$ cat config.mk
export PLATFORM = sky130hd
export DESIGN_NAME = rega_timer_bcd
export DESIGN_NICKNAME = d
export VERILOG_FILES = /design/src/rtl/rega_pkg.sv /design/src/rtl/rega_timer_bcd_counter.sv /design/src/rtl/rega_timer_bcd.sv
export SDC_FILE = /design/constraint.sdc
export NUM_CORES = 1
export LEC_CHECK = 0
export BUFFER_PORTS_ARGS = -buffer_cell sky130_fd_sc_hd__buf_2
export CAP_MARGIN = 20
export CELL_PAD_IN_SITES_DETAIL_PLACEMENT = 0
export CELL_PAD_IN_SITES_GLOBAL_PLACEMENT = 2
export CORE_ASPECT_RATIO = 1.75
export CORE_MARGIN = 2
export CORE_UTILIZATION = 33
export CTS_BUF_LIST = sky130_fd_sc_hd__clkbuf_2
export DETAILED_ROUTE_END_ITERATION = 7
export PLACE_DENSITY_LB_ADDON = 0.08
export SLEW_MARGIN = 20
export SYNTH_ARGS = -nofsm -noshare
export SYNTH_HDL_FRONTEND = slang
export SYNTH_SLANG_ARGS = --single-unit
export TNS_END_PERCENT = 10
$ cat constraint.sdc
create_clock -name clk -period 2.44 [get_ports clk]
set_clock_uncertainty 0.2 [all_clocks]
set_input_delay 0.732 -clock clk [delete_from_list [all_inputs] [get_ports clk]]
set_output_delay 0.732 -clock clk [all_outputs]
set_load 0.02 [all_outputs]
$ cat src/rtl/rega_pkg.sv
// Shared types and defaults for the irrigation countdown timer.
// Table entries are {DM,UM,DS,US} in BCD, entry index = {T,Ua,H}.
package rega_pkg;

   typedef enum logic [1:0] {IDLE, RUN, DONE} stateT;

   typedef struct packed {
      logic [3:0] dm;
      logic [3:0] um;
      logic [3:0] ds;
      logic [3:0] us;
   } bcdTime;

   // index 7 .. 0 : 30:00 15:00 15:00 07:30 22:00 15:30 15:00 07:30
   localparam logic [127:0] DEFAULT_PRESET_TABLE =
      128'h3000_1500_1500_0730_2200_1530_1500_0730;

   function automatic logic bcd_is_zero(input bcdTime t);
      return (t == '0);
   endfunction

endpackage

$ cat src/rtl/rega_timer_bcd_counter.sv
// Four-digit MM:SS BCD down counter with borrow cascade.
// Priority: rst/clear > load > en; 00:00 is never decremented.
module bcd_down_counter
   import rega_pkg::*;
(
   input  logic   clk,
   input  logic   rst,
   input  logic   clear,
   input  logic   load,
   input  bcdTime loadVal,
   input  logic   en,
   output bcdTime value,
   output logic   zero,
   output logic   atOne
);

   bcdTime decVal;

   always_comb begin
      decVal = value;
      if (value.us != 4'd0) begin
         decVal.us = value.us - 4'd1;
      end else begin
         decVal.us = 4'd9;
         if (value.ds != 4'd0) begin
            decVal.ds = value.ds - 4'd1;
         end else begin
            decVal.ds = 4'd5;
            if (value.um != 4'd0) begin
               decVal.um = value.um - 4'd1;
            end else begin
               decVal.um = 4'd9;
               decVal.dm = value.dm - 4'd1;
            end
         end
      end
   end

   always_ff @(posedge clk) begin
      if (rst || clear)
         value <= '0;
      else if (load)
         value <= loadVal;
      else if (en && !zero)
         value <= decVal;
   end

   assign zero  = bcd_is_zero(value);
   // one second left: the next decrement lands on 00:00
   assign atOne = (value == bcdTime'(16'h0001));

endmodule

$ cat src/rtl/rega_timer_bcd.sv
// Irrigation timer: loads an MM:SS preset chosen by {T,Ua,H}, counts it down
// once per TICK_DIV clocks with the valve open, supports pause and abort.
module rega_timer_bcd
   import rega_pkg::*;
#(
   parameter int unsigned  TICK_DIV     = 50000000,
   parameter logic [127:0] PRESET_TABLE = DEFAULT_PRESET_TABLE
)(
   input  logic       clk,
   input  logic       rst,
   input  logic       start,
   input  logic       pause,
   input  logic       abort,
   input  logic       T,
   input  logic       Ua,
   input  logic       H,
   output logic       valve,
   output logic       busy,
   output logic       done,
   output logic [3:0] dm,
   output logic [3:0] um,
   output logic [3:0] ds,
   output logic [3:0] us
);

   localparam int            PW        = $clog2(TICK_DIV);
   localparam logic [PW-1:0] PRESC_MAX = PW'(TICK_DIV - 1);

   stateT         state, stateNext;
   logic [PW-1:0] prescaler;
   logic [6:0]    tabBit;
   bcdTime        preset, digits;
   logic          cntLoad, cntEn, cntZero, cntAtOne, tick;

   assign tabBit = {T, Ua, H, 4'b0000};
   assign preset = bcdTime'(PRESET_TABLE[tabBit +: 16]);
   assign tick   = (state == RUN) && !pause && (prescaler == PRESC_MAX);

   always_comb begin
      stateNext = state;
      cntLoad   = 1'b0;
      cntEn     = 1'b0;
      if (abort) begin
         stateNext = IDLE;
      end else begin
         unique case (state)
            IDLE: if (start) begin
               cntLoad   = 1'b1;
               stateNext = bcd_is_zero(preset) ? DONE : RUN;
            end
            RUN: if (tick && !cntZero) begin
               cntEn = 1'b1;
               if (cntAtOne) stateNext = DONE;
            end
            DONE: stateNext = IDLE;
            default: stateNext = IDLE;
         endcase
      end
   end

   always_ff @(posedge clk) begin
      if (rst)
         state <= IDLE;
      else
         state <= stateNext;
   end

   // prescaler only advances while running un-paused; a fresh load restarts the second
   always_ff @(posedge clk) begin
      if (rst || abort || cntLoad)
         prescaler <= '0;
      else if (state == RUN && !pause)
         prescaler <= tick ? '0 : prescaler + 1'b1;
   end

   bcd_down_counter uCounter (
      .clk     (clk),
      .rst     (rst),
      .clear   (abort),
      .load    (cntLoad),
      .loadVal (preset),
      .en      (cntEn),
      .value   (digits),
      .zero    (cntZero),
      .atOne   (cntAtOne)
   );

   assign valve = (state == RUN);
   assign busy  = (state == RUN);
   assign done  = (state == DONE);
   assign dm    = digits.dm;
   assign um    = digits.um;
   assign ds    = digits.ds;
   assign us    = digits.us;

endmodule

# Word level (Yosys, flattened, before mapping)
# Cells that the tools add are included.
totals:
  regBits: 44
  out_inout_bits: 19
  word_cells: 62
op_classes:
  add_sub_neg: 5
  eq_ne: 10
  n_shift: 1
  muxes: 20
  n_reduce_logical: 20
ops:
  columns: ["op", "count"]
  rows:
  - ["128-bit by 8-bit variable part select with 16-bit output, first input constant", 1]
  - ["16-bit zero test", 2]
  - ["16-bit two-way mux", 2]
  - ["26-bit by 1-bit adder with 26-bit output, second input constant", 1]
  - ["26-bit == test, second input constant", 1]
  - ["26-bit two-way mux", 1]
  - ["16-bit by 1-bit == test with 1-bit output, second input constant", 1]
  - ["4-bit two-way mux", 4]
  - ["4-bit by 1-bit subtractor with 4-bit output, second input constant", 4]
  - ["12-bit two-way mux", 1]
  - ["4-bit nonzero test", 3]
  - ["2-bit two-way mux", 4]
  - ["8-bit two-way mux", 1]
  - ["2-bit != test, second input constant", 4]
  - ["1-bit two-way mux", 6]
  - ["3-bit AND reduction", 2]
  - ["1-bit logical AND", 4]
  - ["2-bit by 1-bit != test with 1-bit output, second input constant", 2]
  - ["2-bit case mux with 2 select lines", 1]
  - ["4-bit AND reduction", 1]
  - ["2-bit by 1-bit == test with 1-bit output, second input constant", 1]
  - ["2-bit == test, second input constant", 1]
  - ["1-bit zero test", 2]
  - ["2-bit zero test", 1]
  - ["other kinds (4)", 5]

# Logic depth before layout (Yosys ltp)
depth:
  depth_word: 10
  mapped_depth: 7

# By module
# From an unflattened synthesis, not the netlist that was laid out.
hier_totals:
  hier_cells: 311
  area_unflattened_um2: 2543.7
by_module_without_submodules:
  columns: ["module", "instances", "cells_each", "area_per_inst_um2", "seq_area_each_um2"]
  rows:
  - ["rega_timer_bcd", 1, 195, 1596.5, 560.5]
  - ["bcd_down_counter", 1, 116, 947.2, 320.3]

# Least setup slack after synthesis
# Ideal clock, no wire load.
synth_timing:
  path_type: "input -> register"
  start: "input pause"
  end: "register uCounter.value[13] (netlist bit)"
  arrival_time_ps: 2260
  path_slack_ps: -90
  stages: 5
  n_path_buf: 0
  cell_sequence: "nand4bb_1 or4_4 nor4_4 mux2i_1 o2bb2ai_1"
synth_between:
  elab_chain_cells: 10
synth_lines:
  columns: ["element", "line", "text"]
  rows:
  - ["from (decl)", "rega_timer_bcd.sv:12", "input logic pause,"]
  - ["1-bit zero test", "rega_timer_bcd.sv:37", "assign tick = (state == RUN) && !pause && (prescaler == PRESC_MAX);"]
  - ["1-bit logical AND (2 in a row)", "rega_timer_bcd.sv:37", null]
  - ["1-bit logical AND", "rega_timer_bcd.sv:51", "RUN: if (tick && !cntZero) begin"]
  - ["1-bit two-way mux", "rega_timer_bcd.sv:51", null]
  - ["1-bit two-way mux", "rega_timer_bcd.sv:46", "unique case (state)"]
  - ["1-bit two-way mux", "rega_timer_bcd.sv:43", "if (abort) begin"]
  - ["1-bit logical AND", "rega_timer_bcd_counter.sv:44", "else if (en && !zero)"]
  - ["2-bit nonzero test (no line)", null, null]
  - ["4-bit AND reduction (no line)", null, null]
  - ["to (signal assigned)", "rega_timer_bcd_counter.sv:43", "value <= loadVal;"]
  - ["to (signal assigned)", "rega_timer_bcd_counter.sv:45", "value <= decVal;"]
  - ["to (decl)", "rega_timer_bcd_counter.sv:12", "output bcdTime value,"]
# Every way passes these cells.
# A chain may end at the register's enable or synchronous reset.

# Final worst setup path
layout_timing:
  start: "register state[0]"
  end: "output valve"
layout_between:
  elab_chain_cells: 1
layout_lines:
  columns: ["element", "line", "text"]
  rows:
  - ["from (decl)", "rega_timer_bcd.sv:29", "stateT state, stateNext;"]
  - ["from (signal assigned)", "rega_timer_bcd.sv:65", "state <= stateNext;"]
  - ["2-bit by 1-bit == test with 1-bit output", "rega_timer_bcd.sv:88", "assign valve = (state == RUN);"]
  - ["to (decl)", "rega_timer_bcd.sv:17", "output logic valve,"]
# Every way passes these cells.

==> impl_results.md <==
* Status: finished clean
* Row cnt at 41
* Via count at 2,259
* Worst path arrival time at 1.34 ns
* Max-Cap Viols at 0
* Post-DP HPWL at 5170 um
* Worst vdd ir at 0.000245 V
* Final Max Tran Viols at 0
* CTS H-Tree Depth at 2
* Total power divided by cell area at 399 nW/um^2
* Main synth FF type: dfxtp_1
* Tightest Pin Transition at 0.409 ns
* CP max stage delay at 0.47 ns
* Cell count after synthesis at 289
* Number of fill cells at 810
* Setup crit end kind: output port
* Clock sinks at 44
* Mapped Nets at 305
* TNS Setup at 0 ns
* Total chip power at 1170 uW
* CTS Root Cell: clkbuf_2
* Final ANT Viol Nets at 0
* Clk slew on worst S/H paths at 0.23 ns
* Mux contribution to synthesized area at 0.0124
* Antenna violations before repair at 0
* I/O pin count at 27
* CTS Buf Count at 5
* CTS max path bufs at 2
* Hold path cells at 2
* Final setup viols at 0
* Share of cells above drive strength 1 at 0.230
* DR pass1 iterations at 4
* Vias in the first global route at 2,271
* Synth async-reset ratio at 0
* Reg2Reg Launch Point: prescaler[0]
* Post-synthesis to final-layout area growth at 21.2%
* Simple-Gate Fraction of Synth Area at 0.361
* Crit-path cells: nor2b_4, buf_2
* Worst path buffer plus inverter count at 1
* Vias per cell at 5.21
* Worst hold endpoint: prescaler[1]
* Starting Density at 0.338
* Die width at 68.9 um
* Die ar. at 8090 sq um
* Dpl cells at 426
* Netlist Area Pre-Place at 2430 sq um
* Data required time at the worst endpoint at 1.51 ns
* Placer congestion estimate at 0.768
* CP startpoint kind: flip-flop
* Reg2Reg Depth at 7
* Port bufs at 26
* Sequential area share after synthesis at 0.363
* CTS Hold Bufs at 0
* Wirelength per Cell at 14.8 um
* Synth Warn # at 0
* Worst reg2reg setup slack at 0.20 ns
* Post-synthesis xor/xnor area fraction at 0.0974
* P_leak at 0.00111 uW
* Largest family of logic cells by synthesized area: simple AND/OR/NAND/NOR gates
* Post-CTS Repair Setup Buffers at 0
* Synth Area in Adders at 0.0412
* Diode count at 0
* Number of synthesized flops with an enable pin at 0
* Placeable Area at 7180 sq um
* Die Y at 117 um
* Crit path max-delay family: flip-flops
* WS Path Type: flip-flop to output port
* Maximum number of pins on one net before global-route repair at 25
* Non-Filler Instances at 434
* Hold Path Origin: prescaler[1]
* Clock Latency Late Sink at 0.43 ns
* Drt drc at 0
* Mean Syn Cell Area at 8.40 sq um
* DRT Wirelength at 6440 um
* RSZ-0062 raised after global routing: false
* Slew HR at 0.724
* Achievable Freq at 441 MHz
* Final Hold Violating Endpoints at 0
* Crit path max-delay cell type: dfxtp_1
* Area of the multi-input gates at 1500 sq um
* FF+latch area at 881 sq um
* Post-synthesis cell type count at 50
* Compound-Gate Fraction of Synth Area at 0.101
* GRT Residual Overflow at 0
* CP max FO at 7
* CTS tree: built
* Iter 0 DRT Violations at 62
* Synth Register Bits at 44
* Crit Reg-Reg Endpoint: uCounter.value[13]
* Total track usage at 0.176
* Post-layout min period at 2.27 ns
* Period utilization at 0.930
* First-pass GRT wire length at 10,700 um
* Worst Hold Class: flip-flop to flip-flop
* Final #Nets at 363
## power breakdown
part           internal, uW  switching [uW]
Sequential              725            6.73
Combinational          57.4            73.9
Clock                  64.2             246
Total                   847             327
## how the worst max path moves through the flow
stage	start	endpoint	slack [ns]	cells past startpoint
global route	prescaler[16]	uCounter.value[13]	0.02	6
floorplan	pause	uCounter.value[13]	0.03	5
finish	state[0]	valve	0.17	2
global placement	pause	uCounter.value[1]	-0.16	9
CTS	state[0]	valve	0.004	2
detailed placement	pause	uCounter.value[13]	-0.18	7
## kinds of logic (layout without fill, tap and decap cells)
logic type	count (synthesis)	in the layout
flops	44	44
buf+inv	15	74
mux	3	3
simple gates	156	156
compound gates	36	36
fa+ha+maj	8	8
xor+xnor	27	27
## state kept, by name, indices dropped and copies added (netlist names)
name and cells:
prescaler 26, state 2, uCounter.value 16
## metal layers
| layer | vias to the layer above | GRT usage | part of all wire |
|---|---|---|---|
| met5 | - | 0 | 0 |
| li1 | 1160 | - | - |
| met2 | 29 | 0.337 | 0.59 |
| met3 | 11 | 0.0325 | 0.021 |
| met1 | 1059 | 0.168 | 0.36 |
| met4 | 0 | 0.0760 | 0.032 |
## layout by cell type (no fill, tap or decap), drive strengths merged, types with 2 or more instances in the layout
| cell type | netlist | routed |
|---|---|---|
| or4 | 2 | 2 |
| nand2 | 24 | 24 |
| nand3 | 14 | 14 |
| xnor2 | 21 | 21 |
| o21ai | 4 | 4 |
| a21bo | 2 | 2 |
| dfxtp | 44 | 44 |
| and4b | 2 | 2 |
| nor4b | 4 | 4 |
| a31oi | 3 | 3 |
| or3 | 2 | 2 |
| and4 | 4 | 4 |
| mux2i | 3 | 3 |
| nor4 | 16 | 16 |
| nor2 | 43 | 43 |
| a21oi | 12 | 12 |
| or3b | 2 | 2 |
| o2111ai | 2 | 2 |
| clkinv | 0 | 3 |
| and3 | 5 | 5 |
| or2 | 4 | 4 |
| inv | 9 | 9 |
| nor3b | 3 | 3 |
| nand3b | 2 | 2 |
| o21a | 3 | 3 |
| nand4 | 8 | 8 |
| o31ai | 3 | 3 |
| nor2b | 4 | 4 |
| nor3 | 13 | 13 |
| clkbuf | 5 | 5 |
| buf | 1 | 57 |
| xor2 | 6 | 6 |
| ha | 8 | 8 |
## cell type report
| cell class | instances | share of cell area |
|---|---|---|
| multi-input cells | 230 | 0.508 |
| well taps | 86 | 0.0365 |
| clock inverters | 3 | 0.00467 |
| flip-flops and latches | 44 | 0.299 |
| clock buffers | 5 | 0.00850 |
| inverters | 9 | 0.0115 |
| repair buffers | 57 | 0.132 |
## cell usage after synthesis (4+ instances only)
master,n,share of area
and3_1,5,0.013
inv_1,9,0.014
nand4_1,6,0.015
or2_2,4,0.010
nor3_1,12,0.025
nand3_1,14,0.029
a21oi_1,12,0.025
xor2_1,6,0.022
nand2_1,24,0.037
nor2b_1,4,0.010
xnor2_1,21,0.076
nor2_1,43,0.066
ha_1,8,0.041
nor4_1,14,0.036
dfxtp_1,44,0.36
nor4b_1,4,0.014
clkbuf_1,5,0.0077
o21ai_0,4,0.0082
## tightest hold or removal path, delay by kind of cell (launching register included)
kind             cells  cell delay [ns]
AND/OR/NAND/NOR      1             0.06
flip-flops           1             0.38
AO/OA/AOI/OAI        1             0.05
## metrics by stage
stage | instance area [sq um] | hold WS [ns] | utilization | setup WS [ns]
floorplan | 2430 | 0.245 | - | 0.0283
global placement | 2900 | 0.256 | 0.403 | -0.155
detailed placement | 2900 | 0.263 | 0.403 | -0.175
CTS | 2940 | 0.289 | 0.409 | 0.00413
global route | 2940 | 0.329 | 0.410 | 0.0172
finish | 2940 | 0.287 | 0.410 | 0.170
## repair_timing
action                                  4_1_cts  5_1_grt
endpoints found under the setup margin        2        2
resized for setup                             1        1
gates cloned                                  0        0
(Power assumes the default switching activity.)
